==> config.mk <==
export PLATFORM = sky130hd
export DESIGN_NAME = jt12_logsin_pipe
export DESIGN_NICKNAME = d
export VERILOG_FILES = /design/src/rtl/jt12_logsin_pipe.sv
export SDC_FILE = /design/constraint.sdc
export NUM_CORES = 1
export LEC_CHECK = 0
export CAP_MARGIN = 20
export CORE_UTILIZATION = 45
export DETAILED_ROUTE_END_ITERATION = 6
export PLACE_DENSITY = 0.85
export SLEW_MARGIN = 20
export SYNTH_ARGS = -nofsm -noshare
export SYNTH_HDL_FRONTEND = slang
export SYNTH_SLANG_ARGS = --single-unit
==> constraint.sdc <==
create_clock -name clk -period 6.9 [get_ports clk]
set_clock_uncertainty 0.2 [all_clocks]
set_input_delay 1.38 -clock clk [delete_from_list [all_inputs] [get_ports clk]]
set_output_delay 1.38 -clock clk [all_outputs]
set_load 0.01 [all_outputs]
==> src/rtl/jt12_logsin_pipe.sv <==
// jt12_logsin_pipe: three-stage log-sine decoder around the JT12 phase ROM.
//   S1 folds the 10-bit phase into a quarter-wave index and drives the ROM address.
//   S2 aligns the fine phase, sign and valid with the ROM's output register.
//   S3 adds the selected 4-bit delta nibble to the 12-bit ROM base.
// Optional feature macro: JT12_LOGSIN_SAT_EN
//   Defined:   a 13-bit sum that carries out is clamped to 12'hFFF.
//   Undefined: the sum wraps modulo 4096, so no compare/mux is built.
// The ROM itself lives outside this block and registers rom_ph on clk_en.

module jt12_logsin_pipe (
  input  logic        clk,
  input  logic        rst_n,
  input  logic        clk_en,
  input  logic [9:0]  phase,
  input  logic        phase_vld,
  output logic [4:0]  rom_addr,
  input  logic [45:0] rom_ph,
  output logic [11:0] logsin,
  output logic        sign,
  output logic        out_vld
);

  localparam int unsigned PL_W   = 8;
  localparam int unsigned FN_W   = 3;
  localparam int unsigned NIB_W  = 4;
  localparam int unsigned LS_W   = 12;
  localparam int unsigned SUM_W  = LS_W + 1;
  localparam int unsigned BASE_H = 45;
  localparam int unsigned BASE_L = 34;

  // S1 payload: folded quarter-wave position, sign and valid
  typedef struct packed {
    logic [PL_W-1:0] pl;
    logic            sg;
    logic            v;
  } s1_t;

  // S2 payload: fine phase travels alongside the ROM's output register
  typedef struct packed {
    logic [FN_W-1:0] fn;
    logic            sg;
    logic            v;
  } s2_t;

  s1_t              s1_q;
  s1_t              s1_d;
  s2_t              s2_q;
  s2_t              s2_d;

  logic [LS_W-1:0]  base_c;
  logic [NIB_W-1:0] nib_c;
  logic [SUM_W-1:0] sum_c;
  logic [LS_W-1:0]  logsin_d;
  logic             rsvd_unused;

  // Quarter-wave fold: the second quarter mirrors the first, so the peak entry repeats
  always_comb begin
    s1_d    = '0;
    s1_d.pl = phase[8] ? ~phase[PL_W-1:0] : phase[PL_W-1:0];
    s1_d.sg = phase[9];
    s1_d.v  = phase_vld;
  end

  // S1 register
  always_ff @(posedge clk or negedge rst_n) begin
    if (!rst_n) begin
      s1_q <= '0;
    end else if (clk_en) begin
      s1_q <= s1_d;
    end
  end

  // Coarse index straight from the S1 register; holds whenever clk_en is low
  assign rom_addr = s1_q.pl[PL_W-1:FN_W];

  // Fine phase, sign and valid move on in step with the ROM read
  always_comb begin
    s2_d    = '0;
    s2_d.fn = s1_q.pl[FN_W-1:0];
    s2_d.sg = s1_q.sg;
    s2_d.v  = s1_q.v;
  end

  // S2 register
  always_ff @(posedge clk or negedge rst_n) begin
    if (!rst_n) begin
      s2_q <= '0;
    end else if (clk_en) begin
      s2_q <= s2_d;
    end
  end

  // Decode the ROM word: 12-bit base plus one of eight 4-bit deltas picked by the fine phase
  always_comb begin
    base_c = rom_ph[BASE_H:BASE_L];
    nib_c  = rom_ph[{1'b0, s2_q.fn, 2'b00} +: NIB_W];
    sum_c  = SUM_W'({1'b0, base_c}) + SUM_W'(nib_c);
`ifdef JT12_LOGSIN_SAT_EN
    logsin_d = sum_c[LS_W] ? {LS_W{1'b1}} : sum_c[LS_W-1:0];
`else
    logsin_d = sum_c[LS_W-1:0];
`endif
  end

  // Bits 33:32 of the ROM word are reserved; the carry is dropped in the wrapping build
  assign rsvd_unused = ^{rom_ph[33:32], sum_c[LS_W]};

  // S3 output register
  always_ff @(posedge clk or negedge rst_n) begin
    if (!rst_n) begin
      logsin  <= '0;
      sign    <= 1'b0;
      out_vld <= 1'b0;
    end else if (clk_en) begin
      logsin  <= logsin_d;
      sign    <= s2_q.sg;
      out_vld <= s2_q.v;
    end
  end

endmodule

# [Word level (Yosys, flattened, before mapping)]
# Index checks and enable logic that the tools add are counted.
[op_classes] addsub=1 n_mul=0 div=0 n_lt_le_gt_ge=0 n_eq_ne=0 shifts=1 mux=1 bitwise_logic=1 n_reduce_logical=0
[ops] cell="$shiftx 46x6->4" count=1
[ops] cell="$add 12x4->12" count=1
[ops] cell="$mux 8" count=1
[ops] cell="$not 8->8" count=1
[totals] reg_bits=29 latch_bits=0 mem_bits_rw=0 romBits=0 in_bits=60 out_inout_bits=19 n_memories=0

# [Depth between registers and ports, before layout]
[logic_depth] ltp_word=2 depth_mapped=10 ltp_nobuf=9

# [Least setup slack after synthesis]
# Ideal clock, no wire load.
[synth_timing] path_kind="input port to flip-flop" startpoint="input port rom_ph[20]" endpoint="register logsin[10]" setup_ns=0.124 arrival_ns=3.286 required_time_ns=6.576 path_slack_ns=3.290 path_stages=9 path_buffers=0 path_cell_list="mux4_1 mux2_2 ha_1 inv_1 fa_1 nand2b_1 a21oi_1 and4_1 o31a_1"
[synth_via] elab_chain_len=2
[synth_lines] element="from (decl)" line="17" rtl="input logic [45:0] rom_ph,"
[synth_lines] element="$shiftx 46x6->4" line="96" rtl="nib_c = rom_ph[{1'b0, s2_q.fn, 2'b00} +: NIB_W];"
[synth_lines] element="$add 12x4->12" line="97" rtl="sum_c = SUM_W'({1'b0, base_c}) + SUM_W'(nib_c);"
[synth_lines] element="to (signal assigned)" line="115" rtl="logsin <= logsin_d;"
[synth_lines] element="to (decl)" line="18" rtl="output logic [11:0] logsin,"
# Every way passes these cells.
# A chain may end at the register's enable or synchronous reset.

# [Worst setup path in the final report]
[layout_timing] startpoint="input port rom_ph[4]" endpoint="register logsin[10]"
# Same word-level chain as after synthesis.

==> impl_metrics.csv <==
group,metric,value,unit
run_status,outcome,"finished, final reports clean",
logic_synthesis,synth_async_sr_flop_share,100,%
sta,final.setup.tns,0,ps
sta,fin_crit_sh,56.7,%
drt,wl_met3,231,um
floorplanning,starting_density_of_the_core,47.7,%
hold_path,min-delay-start,"logsin[0]$_DFFE_PN0P_",
setup_path,timing.critical_path.fanout_max,3,
logic_synthesis,synth_largest_area_cell,"sky130_fd_sc_hd__dfrtp_1",
logic_synthesis,ys_seq_elements,29,
placed_design,place_area,2530,sq um
clocking,tritoncts_clock_tree,"built",
drt,number_of_drc_markers_after_the_initial_detailed_route_iteration,75,
global_route,wire_length_of_the_first_global_routing_pass,6760,um
drt,dr_wl_met2,2000,um
pwr,p_clk_share,23.8,%
drt,topRoutingLayerUsed,"met4",
setup_path,crit_slowest_cell,"sky130_fd_sc_hd__mux4_1",
final_layout,n_antenna_cell,0,
logic_synthesis,synthFlopType,"sky130_fd_sc_hd__dfrtp_1",
pwr,power.switching,0.175,mW
final_layout,nets,289,
setup_path,critical_path.startpoint,"rom_ph[4]",
clocking,cts.htree.levels,2,
pwr,power_frac_comb,37.9,%
global_route,number_of_antenna_violations_at_the_first_check_in_global_routing,0,
placed_design,place.detailed.hpwl,2980,um
sta,worst-slew-pin-transition,455,ps
global_route,grt_start_max_net_pins,43,
logic_synthesis,synth-warning-count,0,
drt,vias_per_cell,5.25,
drt,dr.pass1.iters,4,
sta,slew_violations,0,
clocking,clock_path_buffers,2,
sta,post-route-min-period,3910,ps
floorplanning,boundaryPins,79,
flow_run,cap_viol_max_count,0,
drt,drt.antenna.violating_nets,0,
setup_path,crit_path_max_cell_delay,490,ps
setup_path,timing.critical_path.arrival,3870,ps
sta,max-slew-margin-rel,69.5,%
logic_synthesis,synthMostInstantiatedCell,"sky130_fd_sc_hd__dfrtp_1",
hold_path,worst_hold_path.endpoint,"logsin[0]$_DFFE_PN0P_",
logic_synthesis,syn-cell-area,1770,sq um
drt,vias,1427,
logic_synthesis,synth_sequential_area_ratio,40.9,%
drt,drt_total_wl,4000,um
clocking,cts.root.buffer_cell,"sky130_fd_sc_hd__clkbuf_8",
logic_synthesis,synth.top_cells.by_area,"sky130_fd_sc_hd__dfrtp_1 (41%), sky130_fd_sc_hd__mux4_1 (8.9%), sky130_fd_sc_hd__mux2_1 (7.0%)",
setup_path,r2r_cells,9,
logic_synthesis,netlist.area_leader.share,40.9,%
drt,post-route-drc-count,0,
setup_path,worstPathCellList,"clkdlybuf4s50_1 -> mux4_1 -> mux2_2 -> ha_1 -> inv_1 -> fa_1 -> nand2b_1 -> a21oi_1 -> and4_1 -> o31a_1",
hold_path,worst_hold_path.num_cells,1,
clocking,postCtsSetupRepairBufs,0,
global_route,grt_pass1_vias,1489,
floorplanning,fp.dieArea,4200,sq um
sta,finalSetupViolations,0,
logic_synthesis,synth.lib_cells_used.distinct,43,
placed_design,place.gp.congestion,0.752,
logic_synthesis,synth.top_cells.by_count,"sky130_fd_sc_hd__dfrtp_1 (29), sky130_fd_sc_hd__a21oi_1 (12), sky130_fd_sc_hd__nor2_1 (12), sky130_fd_sc_hd__xnor2_1 (12), sky130_fd_sc_hd__mux2_1 (11)",
logic_synthesis,edff_count_synth,0,
clocking,cts_num_sinks,29,
setup_path,timing.critical_path.to_type,"flop",
pwr,pwr-share-seq,38.2,%
hold_path,min-delay-path-class,"flop to flop",
pwr,internal_power,0.417,mW
pwr,power_switching_share,29.6,%
sta,fmax,0.256,GHz
sta,grt_setup_unrepaired,"no",
drt,wl_per_cell,14.7,um
pwr,power_density,226,nW/um^2
setup_path,timing.setup.critical_path_class,"input pin to flop",
clocking,cts-resized-gates,0,
logic_synthesis,synthCells,151,
placed_design,buffer_ports.inserted,76,
final_layout,synthToLayoutAreaGrowth,47.8,%
setup_path,critical_path.startpoint_type,"input pin",
final_layout,stdcell_area,2620,sq um
setup_path,worst-path-buf-inv,2,
clocking,cts_buffers,5,
drt,wl_met1,1720,um
clocking,clkTransAtPathRegs,60,ps
final_layout,filler_cell_count,285,
sta,hold_viol,0,
clocking,cts_hold_repair.buffers,0,
setup_path,ff_to_ff_setup_slack,3780,ps
global_route,global_route.usage.total,21.4,%
pwr,ir_drop,0.125,mV
pwr,leakagePower,1.06,nW
setup_path,timing.rr.end,"logsin[10]$_DFFE_PN0P_",
logic_synthesis,synthesis.nets,216,
floorplanning,row_count,22,
floorplanning,die_width,64.8,um
floorplanning,placeable_core_region,3720,sq um
logic_synthesis,avgSynthCellArea,11.7,sq um
setup_path,path_delay_family,"multiplexers",
clocking,clk_latency,270,ps
final_layout,layout-drive-gt1-share,9.38,%
floorplanning,die-height,64.8,um
setup_path,critical_path.reg2reg.startpoint,"s2_q[2]$_DFFE_PN0P_",
setup_path,critical_path_required,6860,ps
global_route,grt_remaining_overflow,0,
logic make-up (layout without fill, tap and decap cells):
logic type	after synthesis	after routing	share of synthesized area, %
AO/OA/AOI/OAI	31	31	12.8
AND/OR/NAND/NOR	31	31	9.18
flip-flops	29	29	40.9
multiplexers	24	24	21.5
buffers and inverters	19	92	5.65
XOR/XNOR	12	12	5.93
adder cells (fa/ha/maj)	5	5	3.95
placed cells by master, fill, tap and decap left out, drive strengths merged, types with 2 or more instances in the layout:
cell type,n
and3,3
and3b,2
a211oi,3
inv,6
clkbuf,7
dfrtp,29
mux4,8
ha,4
or2,4
a21oi,12
mux2,15
nand2,3
nand3,2
xnor2,12
a31oi,2
buf,2
a21boi,2
o31a,4
o21ai,3
clkdlybuf4s50,76
nor2,12
layout make-up:
cell class                      count  area [sq um]  share of cell area (%)
Multi-Input combinational cell    103           947                    36.1
Inverter                            7          26.3                    1.00
Sequential cell                    29           726                    27.7
Tap cell                           48          60.1                    2.29
Clock buffer                        7          86.3                    3.29
Timing Repair Buffer               78           776                    29.6
sequential cells by signal, summed over array words and instances, names as in the netlist:
signal / flops
s1_q: 5
sign: 1
rom_addr: 5
out_vld: 1
logsin: 12
s2_q: 5
how the worst max path moves through the flow:
stage | cells after the start | end | slack [ps]
floorplan | 9 | logsin[10]$_DFFE_PN0P_ | 3290
CTS | 10 | logsin[10]$_DFFE_PN0P_ | 2970
global route | 10 | logsin[10]$_DFFE_PN0P_ | 2890
detailed placement | 10 | logsin[10]$_DFFE_PN0P_ | 2690
finish | 10 | logsin[10]$_DFFE_PN0P_ | 2990
global placement | 10 | logsin[10]$_DFFE_PN0P_ | 2750
power groups by stage:
| stage | combinational (mW) | clock, mW | sequential [mW] |
|---|---|---|---|
| finish | 0.225 | 0.141 | 0.226 |
| floorplan | 0.123 | 0 | 0.230 |
| global placement | 0.219 | 0 | 0.228 |
| global route | 0.246 | 0.153 | 0.232 |
| CTS | 0.227 | 0.144 | 0.227 |
| detailed placement | 0.226 | 0 | 0.229 |
metrics by stage:
stage | utilization (%) | instances | power (mW) | worst slack (ps) | hold WS, ps
final | 70.5 | 272 | 0.592 | 2990 | 285
after global routing | 70.5 | 272 | 0.630 | 2890 | 299
after CTS | 70.5 | 272 | 0.598 | 2970 | 288
after detailed placement | 68.2 | 265 | 0.455 | 2690 | 275
after global placement | 68.2 | 265 | 0.447 | 2750 | 265
after floorplan | - | 151 | 0.353 | 3290 | 254
layer usage:
metal | global-route usage, % | vias to the layer above
met5 | 0 | -
li1 | - | 688
met4 | 5.83 | 0
met1 | 25.5 | 687
met3 | 5.99 | 4
met2 | 37.5 | 48
(Power assumes the default switching activity.)
